==> src/rtl/piano_tone_gen.sv <==
// piano_tone_gen: picks the lowest pressed key (C4..C5) and drives SPEAKER with a 50%-duty square wave.
// Optional release tail: define TONE_SUSTAIN_EN to keep the last note sounding for SUSTAIN_MS after release.
module piano_tone_gen #(
   parameter int unsigned CLK_HZ     = 100_000_000,
   parameter int unsigned CNT_W      = 18,
   parameter int unsigned SUSTAIN_MS = 200
) (
   input  logic       CLK,
   input  logic       RESET,
   input  logic [7:0] KEY,
   output logic       SPEAKER,
   output logic       NOTE_ACTIVE,
   output logic [2:0] NOTE_IDX
);

   // Note pitches in centi-Hz, C4 through C5
   localparam int unsigned F100 [8] = '{26163, 29366, 32963, 34923, 39200, 44000, 49388, 52325};

   function automatic logic [CNT_W-1:0] hp_calc(input longint unsigned f100);
      longint unsigned q;
      q = (64'(CLK_HZ) * 64'd100) / (64'd2 * f100);
      return q[CNT_W-1:0];
   endfunction

`ifdef TONE_SUSTAIN_EN
   localparam longint unsigned SUSTAIN_CYC = (64'(SUSTAIN_MS) * 64'(CLK_HZ)) / 64'd1000;
   localparam int TMR_W = $clog2(SUSTAIN_CYC + 64'd1);
   typedef enum logic [1:0] {S_IDLE, S_PLAY, S_SUSTAIN} state_t;
   logic [TMR_W-1:0] timer_q, timer_d;
`else
   typedef enum logic [1:0] {S_IDLE, S_PLAY} state_t;
`endif

   state_t           state_q, state_d;
   logic [7:0]       key_s1_q, key_s_q;
   logic [CNT_W-1:0] cnt_q, cnt_d;
   logic             speaker_q, speaker_d;
   logic             active_q, active_d;
   logic [2:0]       note_idx_q, note_idx_d;
   logic [2:0]       pending_q, pending_d;

   logic [CNT_W-1:0] hp_tab [8];
   logic [CNT_W-1:0] hp_cur;
   logic             term;
   logic             key_any;
   logic [2:0]       winner;

   generate
      for (genvar gi = 0; gi < 8; gi++) begin : g_hp
         assign hp_tab[gi] = hp_calc(64'(F100[gi]));
      end
   endgenerate

   assign hp_cur  = hp_tab[note_idx_q];
   assign term    = (cnt_q == hp_cur - CNT_W'(1));
   assign key_any = |key_s_q;

   // Lowest set bit wins
   always_comb begin
      winner = 3'd0;
      for (int i = 7; i >= 0; i--) begin
         if (key_s_q[i]) winner = 3'(i);
      end
   end

   always_comb begin
      state_d    = state_q;
      cnt_d      = cnt_q;
      speaker_d  = speaker_q;
      active_d   = active_q;
      note_idx_d = note_idx_q;
      pending_d  = key_any ? winner : pending_q;
`ifdef TONE_SUSTAIN_EN
      timer_d    = timer_q;
`endif
      unique case (state_q)
         S_IDLE: begin
            cnt_d     = '0;
            speaker_d = 1'b0;
            if (key_any) begin
               state_d    = S_PLAY;
               note_idx_d = winner;
               active_d   = 1'b1;
            end
         end
         S_PLAY: begin
            cnt_d = term ? '0 : cnt_q + CNT_W'(1);
`ifdef TONE_SUSTAIN_EN
            if (!key_any) begin
               state_d = S_SUSTAIN;
               timer_d = TMR_W'(SUSTAIN_CYC);
            end
            if (term) begin
               speaker_d  = ~speaker_q;
               note_idx_d = pending_d;
            end
`else
            if (key_any) begin
               if (term) begin
                  speaker_d  = ~speaker_q;
                  note_idx_d = pending_d;
               end
            end else if (term) begin
               // Drain: a high half-period ends low, a low one simply stays low
               speaker_d = 1'b0;
               active_d  = 1'b0;
               state_d   = S_IDLE;
            end
`endif
         end
`ifdef TONE_SUSTAIN_EN
         S_SUSTAIN: begin
            cnt_d = term ? '0 : cnt_q + CNT_W'(1);
            if (key_any) begin
               state_d = S_PLAY;
               timer_d = '0;
               if (term) begin
                  speaker_d  = ~speaker_q;
                  note_idx_d = pending_d;
               end
            end else if (timer_q == '0) begin
               if (term) begin
                  speaker_d = 1'b0;
                  active_d  = 1'b0;
                  state_d   = S_IDLE;
               end
            end else begin
               timer_d = timer_q - TMR_W'(1);
               if (term) begin
                  speaker_d  = ~speaker_q;
                  note_idx_d = pending_d;
               end
            end
         end
`endif
         default: state_d = S_IDLE;
      endcase
   end

   always_ff @(posedge CLK or posedge RESET) begin
      if (RESET) begin
         state_q    <= S_IDLE;
         key_s1_q   <= '0;
         key_s_q    <= '0;
         cnt_q      <= '0;
         speaker_q  <= 1'b0;
         active_q   <= 1'b0;
         note_idx_q <= 3'd0;
         pending_q  <= 3'd0;
`ifdef TONE_SUSTAIN_EN
         timer_q    <= '0;
`endif
      end else begin
         state_q    <= state_d;
         key_s1_q   <= KEY;
         key_s_q    <= key_s1_q;
         cnt_q      <= cnt_d;
         speaker_q  <= speaker_d;
         active_q   <= active_d;
         note_idx_q <= note_idx_d;
         pending_q  <= pending_d;
`ifdef TONE_SUSTAIN_EN
         timer_q    <= timer_d;
`endif
      end
   end

   assign SPEAKER     = speaker_q;
   assign NOTE_ACTIVE = active_q;
   assign NOTE_IDX    = note_idx_q;

endmodule

==> config.mk <==
export PLATFORM = sky130hd
export DESIGN_NAME = piano_tone_gen
export DESIGN_NICKNAME = d
export VERILOG_FILES = /design/src/rtl/piano_tone_gen.sv
export SDC_FILE = /design/constraint.sdc
export NUM_CORES = 1
export LEC_CHECK = 0
export CORE_MARGIN = 2
export CORE_UTILIZATION = 63
export DETAILED_ROUTE_END_ITERATION = 12
export DONT_BUFFER_PORTS = 1
export PLACE_DENSITY = 0.79
export SYNTH_ARGS = -nofsm -noshare
export SYNTH_HDL_FRONTEND = slang
export SYNTH_SLANG_ARGS = --single-unit
==> constraint.sdc <==
create_clock -name CLK -period 3.36 [get_ports CLK]
set_input_delay 0.336 -clock CLK [delete_from_list [all_inputs] [get_ports CLK]]
set_output_delay 0.336 -clock CLK [all_outputs]
set_load 0.02 [all_outputs]
* Word level (Yosys, flattened, before mapping)
Memory sizes are Yosys's and may differ from the RTL's.
Cells that the tools add are included.
W data, S select, Z words.
** Storage, ports and cells
- Input port bits :: 10
- Memories kept :: 1
- Register bits :: 44
- Bits in read-only memories :: 144
- Output and inout port bits :: 5
- Word-level logic and storage cells :: 55
** Memory list
- (name not given) :: words 8, bits a word 18, rd ports 1, clocked after memory_dff 0, write ports 0, RTL line 54 : assign hp_cur = hp_tab[note_idx_q];
** Cells by class
- Reduce and logical (&&, ||, !) cells :: 7
- Eq/ne operators :: 6
- Bitwise operators :: 2
- Muxes and demuxes :: 28
- $lt $le $gt $ge :: 1
- Add/subtract/negate cells :: 2
** Operators with widths (count)
- $mux W18 :: 3
- $mux W3 :: 12
- $pmux W18 S2 :: 1
- $add A18 B1 Y18 const B :: 1
- $eq A18 B18 Y1 :: 1
- $sub A18 B1 Y18 const B :: 1
- $ne A2 B2 Y1 const B :: 4
- $reduce_and A4 Y1 :: 2
- $reduce_or A8 Y1 :: 1
- $mux W2 :: 3
- $pmux W3 S2 :: 1
- $mux W1 :: 5
- $ge A4 B4 Y1 const B :: 1
- $not A3 Y4 :: 1
- $pmux W1 S2 :: 2
- $pmux W2 S2 :: 1
- $reduce_and A3 Y1 :: 1
- $eq A2 B1 Y1 const B :: 1
- $logic_not A2 Y1 :: 1
- $reduce_and A2 Y1 :: 1
- $reduce_bool A2 Y1 :: 1
- $not A1 Y1 :: 1

* Longest topological paths before layout
Gate-level depths: netlist of run 1.
- Depth after elaboration :: 12
- Gate-level depth with buffers :: 10
- Gate-level depth less buffers :: 9

* Worst setup path before layout of run 1
Ideal clock, no wire load.
- Kind :: reg2reg
- From :: reg note_idx_q[0], in the netlist NOTE_IDX[0]
- To :: reg note_idx_q[2], in the netlist NOTE_IDX[2]
- Data arrival time :: 2.490 ns
- Buffers on the path :: 1
- Cell stages (with the launch flop) :: 10
- Setup time :: 0.122 ns
- Setup slack :: 0.748 ns
- Path through :: dfrtp_1 -> buf_2 -> inv_1 -> ha_1 -> mux2i_1 -> xor2_1 -> and4bb_2 -> nand4_2 -> or3_4 -> a32o_1
** On the way
- Word-level cells in the longest chain between the ends :: 8
** Ends and longest elaborated chain
- start: declaration :: RTL line 39 : logic [2:0] note_idx_q, note_idx_d;
- start signal: assignment :: RTL line 160 : note_idx_q <= note_idx_d;
- $not A3 Y4 (implied by the code) :: RTL line 54
- $mem_v2 Z8 W18
- $mux W18 (implied by the code) (2 in a row) :: RTL line 54
- $sub A18 B1 Y18 :: RTL line 55 : assign term = (cnt_q == hp_cur - CNT_W'(1));
- $eq A18 B18 Y1 :: RTL line 55
- $ne A2 B2 Y1 (no source line)
- $reduce_and A4 Y1 (no source line)
Every way passes these cells. The select of a mux whose other input is x is not followed.
A chain may end at the register's enable or synchronous reset.

* Final worst setup path of run 1
- From :: reg note_idx_q[1], in the netlist NOTE_IDX[1]
- To :: reg note_idx_q[2], in the netlist NOTE_IDX[2]
The elaborated chain is that of the path after synthesis.

==> impl_metrics.ini, run 1 <==
[routing]
drt_iter0_drc = 134
vias_per_cell = 5.73
wl_per_cell_microns = 15.0
totalWireLength_microns = 4240
vias = 1616
drtPass1Iterations = 4
drc = 0
drtAntennaViolNets = 0

[clock_tree]
htreeDepth = 2
cts_tree = built
path_clk_slew_ns = 0.13
cts_made_buffers = 5
cts_setup_buffers = 0
clock_path_buffers = 2
worstSkewPairLatency_ns = 0.36
cts.hold.buffers_added = 9
root_buffer = clkbuf_4
cts_resized = 0
clock_sinks = 42

[sta]
hold_viol_final = 0
rsz0062_at_grt = false
finClkSkew_ns = 0.0158
worst_slack_ns = 0.476
fin_crit_ns = 2.88
max_freq_ghz = 0.347
relSlewSlack_pct = 52.8
finalSetupViolations = 0
fin_crit_sh_pct = 85.8
drv_slew = 0
tns_ns = 0
tightest_slew_ns = 0.709

[final_layout]
multi_input_area_sq_um = 1130
fin_area_sq_um = 2450
area_growth_pct = 8.16
final_core_utilization_pct = 72.4
n_antenna_cell = 0
seqCellArea_sq_um = 1050
fillCellCount = 239
nNetsFinal = 255
drive_above_1_share_pct = 8.90

[power_and_ir_drop]
cellPowerDensity_nw_per_um2 = 508
ir_drop_uv = 385
p_leak_nw = 1.15
power.total_mw = 1.25

[placement]
io_buffer_count = 0
placed_cell_area_sq_um = 2300
hpwl_microns = 3020
place_ws_ns = 0.544
place_congestion = 0.941

[floorplan]
start_util_pct = 67.0
dieArea_sq_um = 4100
fp.dieH_microns = 64.0
row_count = 21
fp.dieW_microns = 64.0
io_pins = 15
coreArea_sq_um = 3390

[synthesis]
syn_nets = 241
synthTopCellsByArea = dfrtp_1, xor2_1, nor2_1
synth_cells = 221
synth_top_area_share_pct = 46.3
syn_area_sq_um = 2270
synth-seq-cells = 42
yosys-top-cells-count = dfrtp_1, nor2_1, xor2_1
syn_avg_cell_area_sq_um = 10.3
async_reset_ff_share_pct = 100
ys_seq_area_share_pct = 46.3
synth.distinct_cells = 45
ys.flop_type = dfrtp_1
synth.most_common_cell = dfrtp_1
synth-edff-count = 0
yosysWarningCount = 0
synth_top_area_cell = dfrtp_1

[critical_path]
worstPathMaxFanout = 19
crit_type = reg2reg
arrival_ns = 3.20
end_kind = flop
reg2regPathDepth = 8
cp.required_ns = 3.67
critPathLaunchType = flop

[global_route]
antenna_found_initial = 0
grt_max_degree = 43
grt_pass1_vias = 1577
grt_overflow = 0
grt.total_usage_pct = 23.7
grt_pass1_wl_microns = 7310

[run]
cap_violations = 0

[min_path]
hold_class = reg2reg
hold_path_depth = 0

[outcome]
outcome = complete, no violations
==> layer usage <==
| layer | up-vias | wire [microns] | GRT usage (%) |
|---|---|---|---|
| li1 | 783 | - | - |
| met1 | 786 | 1990 | 32.0 |
| met2 | 39 | 2010 | 37.9 |
| met3 | 8 | 171 | 5.28 |
| met4 | 0 | 72 | 7.88 |
| met5 | - | 0 | 0 |
==> cell usage in the layout (no fill, tap or decap), types with 2 or more instances in the layout <==
master,n
a21o_1,2
nand2b_1,4
xor2_1,21
a31oi_1,2
clkbuf_4,5
a22oi_1,2
inv_1,11
and3_1,3
nand4_1,5
ha_1,10
dlygate4sd3_1,9
nor2b_1,3
clkinvlp_4,2
and4_1,2
and4bb_2,2
o21ai_0,2
a21oi_1,8
xnor2_1,7
nand3_1,7
mux2i_1,7
nand2_1,15
nor2_1,35
a211oi_1,2
nor3_1,4
dfrtp_1,42
buf_4,3
==> flip-flops by register name, indices dropped and copies added (netlist names) <==
| signal | count |
|---|---|
| NOTE_ACTIVE | 1 |
| NOTE_IDX | 3 |
| SPEAKER | 1 |
| cnt_q | 18 |
| key_s1_q | 8 |
| key_s_q | 8 |
| pending_q | 3 |
==> final timing paths <==
| path | end | slack (ns) | startpoint |
|---|---|---|---|
| setup / recovery | NOTE_IDX[2] | 0.48 | NOTE_IDX[1] |
| hold / removal | key_s_q[6] | 0.36 | key_s1_q[6] |
| min in group asynchronous | cnt_q[7] | 0.52 | RESET |
| hold reg to reg | key_s_q[6] | 0.36 | key_s1_q[6] |
| max in group asynchronous | cnt_q[12] | 2.48 | RESET |
| setup reg to reg | NOTE_IDX[2] | 0.48 | NOTE_IDX[1] |
==> per-stage QoR <==
| step | cells | hold WS [ns] |
|---|---|---|
| 2_1_floorplan | 221 | 0.331 |
| 3_3_place_gp | 265 | 0.332 |
| 3_5_place_dp | 265 | 0.335 |
| 4_1_cts | 282 | 0.365 |
| 5_1_grt | 282 | 0.371 |
| 6_report | 282 | 0.364 |
==> final cells by class <==
cell class                 count  share of cell area [%]
clock buffer                   5                    1.53
multi-input combinational    163                    46.1
clock inverter                 3                   0.968
inverter                      11                    1.68
timing repair buffer          12                    4.59
sequential                    42                    42.8
tap                           46                    2.34
==> critical path, cell delays in order, from the launching register on <==
cell      delay (ns)
dfrtp_1         0.56
inv_1           0.24
ha_1            0.33
and4bb_2        0.31
a211oi_1        0.26
xnor2_1         0.19
nand4_1         0.23
o21ai_4         0.48
a32o_1          0.23
==> power by group <==
part | switching, mW | internal [mW] | total, mW
combinational | 0.177 | 0.165 | 0.342
sequential | 0.0900 | 0.561 | 0.651
clock | 0.172 | 0.0837 | 0.256
total | 0.439 | 0.809 | 1.25
==> kinds of logic (layout without fill, tap and decap cells) <==
kind of cell | Yosys count | after routing | synth area share (%)
AND/OR/NAND/NOR | 88 | 88 | 19.7
multiplexers | 7 | 7 | 3.09
buffers and inverters | 16 | 31 | 3.86
adder cells (fa/ha/maj) | 10 | 10 | 5.51
AO/OA/AOI/OAI | 30 | 30 | 10.7
flip-flops | 42 | 42 | 46.3
XOR/XNOR | 28 | 28 | 10.8
(Power assumes the default switching activity.)
==> run 2: changes to the inputs <==
--- a/config.mk
+++ b/config.mk
@@ -6,10 +6,11 @@
 export NUM_CORES = 1
 export LEC_CHECK = 0
 export CORE_MARGIN = 2
-export CORE_UTILIZATION = 63
+export CORE_UTILIZATION = 55
 export DETAILED_ROUTE_END_ITERATION = 12
 export DONT_BUFFER_PORTS = 1
-export PLACE_DENSITY = 0.79
+export PLACE_DENSITY = 0.7
+export SLEW_MARGIN = 20
 export SYNTH_ARGS = -nofsm -noshare
 export SYNTH_HDL_FRONTEND = slang
 export SYNTH_SLANG_ARGS = --single-unit
==> run 2 against run 1 <==
Design area down 1.3%. Global-route usage is 2.3 points lower. Critical path depth is the same. Largest power group unchanged. Sequential cell count did not move. Sequential share of layout area up 0.57 points. Maximum frequency rose by 6.4%. Critical path type unchanged. Power increased by 12%.
==> impl_metrics.ini, run 2 (same netlist as run 1, synthesis figures left out) <==
[critical_path]
cp-endpoint = NOTE_IDX[2]
crit-reg2reg-capture = NOTE_IDX[2]
arrival_ns = 2.95
critPathLaunchType = flop
critPathLaunch = NOTE_IDX[1]
crit_type = reg2reg
end_kind = flop
worstPathMaxFanout = 19
r2r-start = NOTE_IDX[1]
reg2regPathDepth = 8
worst-r2r-setup-slack_ns = 0.65
cp.required_ns = 3.60

[final_layout]
fillCellCount = 338
seqCellArea_sq_um = 1050
regMostFlops = cnt_q
final_cell_mix = dfrtp_1, nor2_1, xor2_1, nand2_1, inv_1
multi_input_area_sq_um = 1130
drive_above_1_share_pct = 9.25
final_core_utilization_pct = 60.6
final_cells = 277
largest_register_ffs = 18
area_growth_pct = 6.73
nNetsFinal = 246
reg_top3 = cnt_q (18), key_s1_q (8), key_s_q (8)
layout_commonest_cell = dfrtp_1
n_antenna_cell = 0

[floorplan]
io_pins = 15
fp.dieW_microns = 68.2
start_util_pct = 56.7
row_count = 23
dieArea_sq_um = 4660
fp.dieH_microns = 68.2
coreArea_sq_um = 4000

[global_route]
grt_pass1_wl_microns = 7060
grt_max_degree = 43
antenna_found_initial = 0
use_met3_pct = 5.10
grt_pass1_vias = 1473
grt.total_usage_pct = 21.4
use_met2_pct = 37.5
grt_overflow = 0
grt-busiest-layer = met2
grt_use_met1_pct = 24.4

[clock_tree]
path_clk_slew_ns = 0.08
clock_path_buffers = 2
cts_resized = 0
clock_sinks = 42
cts_made_buffers = 5
worstSkewPairLatency_ns = 0.30
cts.hold.buffers_added = 0
htreeDepth = 2
root_buffer = clkbuf_8
cts_tree = built
cts_setup_buffers = 0

[sta]
fin_crit_sh_pct = 80.6
rsz0062_at_grt = false
finClkSkew_ns = 0.00810
tns_ns = 0
finalSetupViolations = 0
drv_slew = 0
hold_viol_final = 0
fin_crit_ns = 2.71
whs_ns = 0.0446
relSlewSlack_pct = 60.0
worst_slack_ns = 0.651
tightest_slew_ns = 0.599
max_freq_ghz = 0.369

[placement]
hpwl_microns = 3210
place_ws_ns = 0.673
io_buffer_count = 0
place_inst = 269
place_congestion = 0.860

[routing]
drtAntennaViolNets = 0
drc = 0
vias = 1564
vias_per_cell = 5.65
drt_iter0_drc = 81
totalWireLength_microns = 4410
wl_per_cell_microns = 15.9
drtPass1Iterations = 4

[power_and_ir_drop]
ir_drop_uv = 418
cellPowerDensity_nw_per_um2 = 575
p_leak_nw = 1.14

[run]
cap_violations = 0

[outcome]
outcome = complete, no violations

[min_path]
hold_class = in2async
run 2: through the flow:
step / area (sq um) / total power [mW]
global placement: 2310 / 0.990
finish: 2420 / 1.39
CTS: 2420 / 1.40
detailed placement: 2310 / 0.997
global route: 2420 / 1.47
floorplan: 2270 / 0.911
run 2: layer usage:
layer / up-vias / wire (microns)
li1: 763 / -
met1: 764 / 1940
met2: 26 / 2220
met3: 11 / 128
met4: 0 / 116
met5: - / 0
run 2: worst min path at each step:
stage                      startpoint     endpoint  slack [ns]
after floorplan           key_s1_q[0]   key_s_q[0]        0.33
after global placement    key_s1_q[4]   key_s_q[4]        0.33
after detailed placement  key_s1_q[6]   key_s_q[6]        0.34
after CTS                      KEY[0]  key_s1_q[0]        0.05
after global routing           KEY[0]  key_s1_q[0]        0.04
final                           RESET     cnt_q[2]        0.04
run 2: critical path: stages, from the launching register on:
cell and delay (ns):
dfrtp_1 0.56, inv_1 0.19, ha_1 0.27, and4bb_2 0.26
a211oi_1 0.26, xnor2_1 0.19, nand4_1 0.20, o21ai_4 0.49
a32o_1 0.24
run 2: final cells by class:
cell class,count,area share (%)
clock inverter,3,1.86
sequential,42,43.4
multi-input combinational,163,46.7
clock buffer,5,2.84
inverter,11,1.70
tap,50,2.58
timing repair buffer,3,0.930
run 2: report_power, final:
group          leakage [nW]  switching (mW)  total [mW]  internal (mW)
combinational         0.564           0.181       0.339          0.158
clock                0.0504           0.181       0.402          0.221
sequential            0.522          0.0908       0.652          0.561
total                  1.14           0.453        1.39          0.940
==> run 3: changes to the inputs <==
--- a/config.mk
+++ b/config.mk
@@ -9,7 +9,7 @@
 export CORE_UTILIZATION = 55
 export DETAILED_ROUTE_END_ITERATION = 12
 export DONT_BUFFER_PORTS = 1
-export PLACE_DENSITY = 0.7
+export PLACE_DENSITY = 0.73
 export SLEW_MARGIN = 20
 export SYNTH_ARGS = -nofsm -noshare
 export SYNTH_HDL_FRONTEND = slang
==> constraint.sdc (replaced) <==
create_clock -name CLK -period 2.34 [get_ports CLK]
set_input_delay 0.234 -clock CLK [delete_from_list [all_inputs] [get_ports CLK]]
set_output_delay 0.234 -clock CLK [all_outputs]
set_load 0.02 [all_outputs]
==> run 3 against run 2 <==
Worst setup slack got worse by 0.57 ns. Clock power increased by 24%. First-iteration DRC count increased by 100%. Design area increased by 11%. Clock skew increased by 0.0046 ns. Cell count increased by 8.3%. Maximum frequency increased by 20%. Critical path depth increased by 2. Sequential cell count unchanged. Critical endpoint is now cnt_q[0].
==> impl_metrics.ini, run 3 (same netlist as run 1, synthesis figures left out) <==
[clock_tree]
worstSkewPairLatency_ns = 0.30
root_buffer = clkbuf_8
clock_sinks = 42
htreeDepth = 2
clock_path_buffers = 2
cts_tree = built
cts_made_buffers = 5
path_clk_slew_ns = 0.09

[routing]
drtPass1Iterations = 4
vias_per_cell = 5.39
vias = 1617
totalWireLength_microns = 4340
drt_iter0_drc = 162
drc = 0
drtAntennaViolNets = 0
wl_per_cell_microns = 14.5

[critical_path]
cp.required_ns = 2.51
cp_slowest_cell = dfrtp_2
crit-reg2reg-capture = cnt_q[0]
worstPathMaxFanout = 18
cp-endpoint = cnt_q[0]
critPathTopFamily = simple AND/OR/NAND/NOR gates
crit_chain = clkinv_4 > ha_4 > mux2i_1 > xor2_1 > and4bb_2 > nand4_2 > buf_6 > o21ai_4 > buf_12 > nor2_1
reg2regPathDepth = 10
critPathLaunch = NOTE_IDX[0]
max_stage_delay_ns = 0.48
cp_num_cells = 10
worst-r2r-setup-slack_ns = 0.08
critPathLaunchType = flop
r2r-start = NOTE_IDX[0]
cp_num_buf_inv = 3
arrival_ns = 2.43
end_kind = flop
crit_type = reg2reg

[global_route]
grt_max_degree = 43
grt_overflow = 0
grt.total_usage_pct = 21.2
antenna_found_initial = 0
grt_pass1_wl_microns = 7150
grt_pass1_vias = 1525

[floorplan]
start_util_pct = 56.7
coreArea_sq_um = 4000
dieArea_sq_um = 4660
fp.dieW_microns = 68.2
io_pins = 15
row_count = 23
fp.dieH_microns = 68.2

[sta]
finalSetupViolations = 0
relSlewSlack_pct = 65.8
max_freq_ghz = 0.443
tightest_slew_ns = 0.513
finClkSkew_ns = 0.0127
drv_slew = 0
fin_crit_ns = 2.26
fin_crit_sh_pct = 96.5
rsz0062_at_grt = true
hold_viol_final = 0

[final_layout]
nNetsFinal = 269
final_cells = 300
reg_top3 = cnt_q (18), key_s1_q (8), key_s_q (8)
area_growth_pct = 18.2
layout_commonest_cell = dfrtp_1
n_antenna_cell = 0
final_cell_mix = dfrtp_1, nor2_1, xor2_1, nand2_1, buf_4
fillCellCount = 307
largest_register_ffs = 18
fin_area_sq_um = 2680
regMostFlops = cnt_q
drive_above_1_share_pct = 18.0

[run]
cap_violations = 0

[power_and_ir_drop]
p_sw_share_pct = 33.7
power.total_mw = 1.98
p_seq_share_pct = 46.2
p_clk_share_pct = 25.1
p_int_mw = 1.31
ir_drop_uv = 508
cellPowerDensity_nw_per_um2 = 737
p_leak_nw = 1.25
p_comb_share_pct = 28.6
p_sw_mw = 0.666

[placement]
placed_cell_area_sq_um = 2450
io_buffer_count = 0
place_congestion = 0.830
place_inst = 280
hpwl_microns = 3070

[min_path]
hold_class = reg2reg

[outcome]
outcome = complete, no violations
[run 3: cell count changes in the layout (fill, tap and decap cells not counted), sizes merged]
| cell | previous run | this run |
|---|---|---|
| buf | 3 | 17 |
| dlygate4sd3 | 0 | 9 |
| clkinvlp | 2 | 0 |
| inv | 11 | 13 |
| bufinv | 1 | 0 |
| clkinv | 0 | 1 |
[run 3: worst min-delay path by stage]
stage | from | end | slack, ns | depth (start not counted)
5_1_grt | key_s1_q[0] | key_s_q[0] | 0.36 | 0
6_report | key_s1_q[0] | key_s_q[0] | 0.35 | 0
3_5_place_dp | KEY[5] | key_s1_q[5] | 0.27 | 0
2_1_floorplan | KEY[0] | key_s1_q[0] | 0.27 | 0
3_3_place_gp | KEY[3] | key_s1_q[3] | 0.27 | 0
4_1_cts | key_s1_q[0] | key_s_q[0] | 0.36 | 0
[run 3: cell type report]
type	instances	area (sq um)	share of cell area (%)
clock buffer	5	68.8	2.57
clock inverter	3	26.3	0.979
inverter	11	46.3	1.73
multi-input combinational	163	1180	43.9
sequential	42	1050	39.3
tap	50	62.6	2.33
timing repair buffer	26	246	9.19
[run 3: what timing repair did]
item / CTS / global route
endpoints found under the hold margin: 50 / 0
hold buffers: 9 / 0
endpoints found under the setup margin: 0 / 22
setup buffers: 0 / 3
resized for setup: 0 / 7
[run 3: routing by layer]
metal	vias to the layer above	wire, microns	GRT usage, %	share of wire [%]
met5	-	0	0	0
met4	0	36	6.00	0.83
met3	4	201	4.93	4.6
met2	39	2090	35.1	48
met1	764	2010	27.7	46
li1	810	-	-	-
[run 3: power by group through the flow]
stage	clock (mW)	combinational [mW]	sequential, mW
finish	0.497	0.566	0.914
global route	0.550	0.622	0.930
CTS	0.507	0.547	0.910
detailed placement	0	0.533	0.925
global placement	0	0.525	0.918
floorplan	0	0.425	0.907
[run 3: metrics by stage]
stage / util [%] / setup TNS (ns) / worst slack, ns / hold WS (ns)
2_1_floorplan: - / 0 / 0.0267 / 0.265
6_report: 67.1 / 0 / 0.0823 / 0.353
5_1_grt: 67.1 / -0.0702 / -0.0342 / 0.360
3_5_place_dp: 61.2 / 0 / 0.0171 / 0.265
3_3_place_gp: 61.2 / 0 / 0.0707 / 0.265
4_1_cts: 65.8 / 0 / 0.000207 / 0.356
[run 3: worst reg2reg max path, cell delays in order (launching register included)]
cell      delay, ns
dfrtp_2        0.48
clkinv_4       0.11
ha_4           0.31
mux2i_1        0.09
xor2_1         0.14
and4bb_2       0.30
nand4_2        0.13
buf_6          0.16
o21ai_4        0.17
buf_12         0.17
nor2_1         0.06
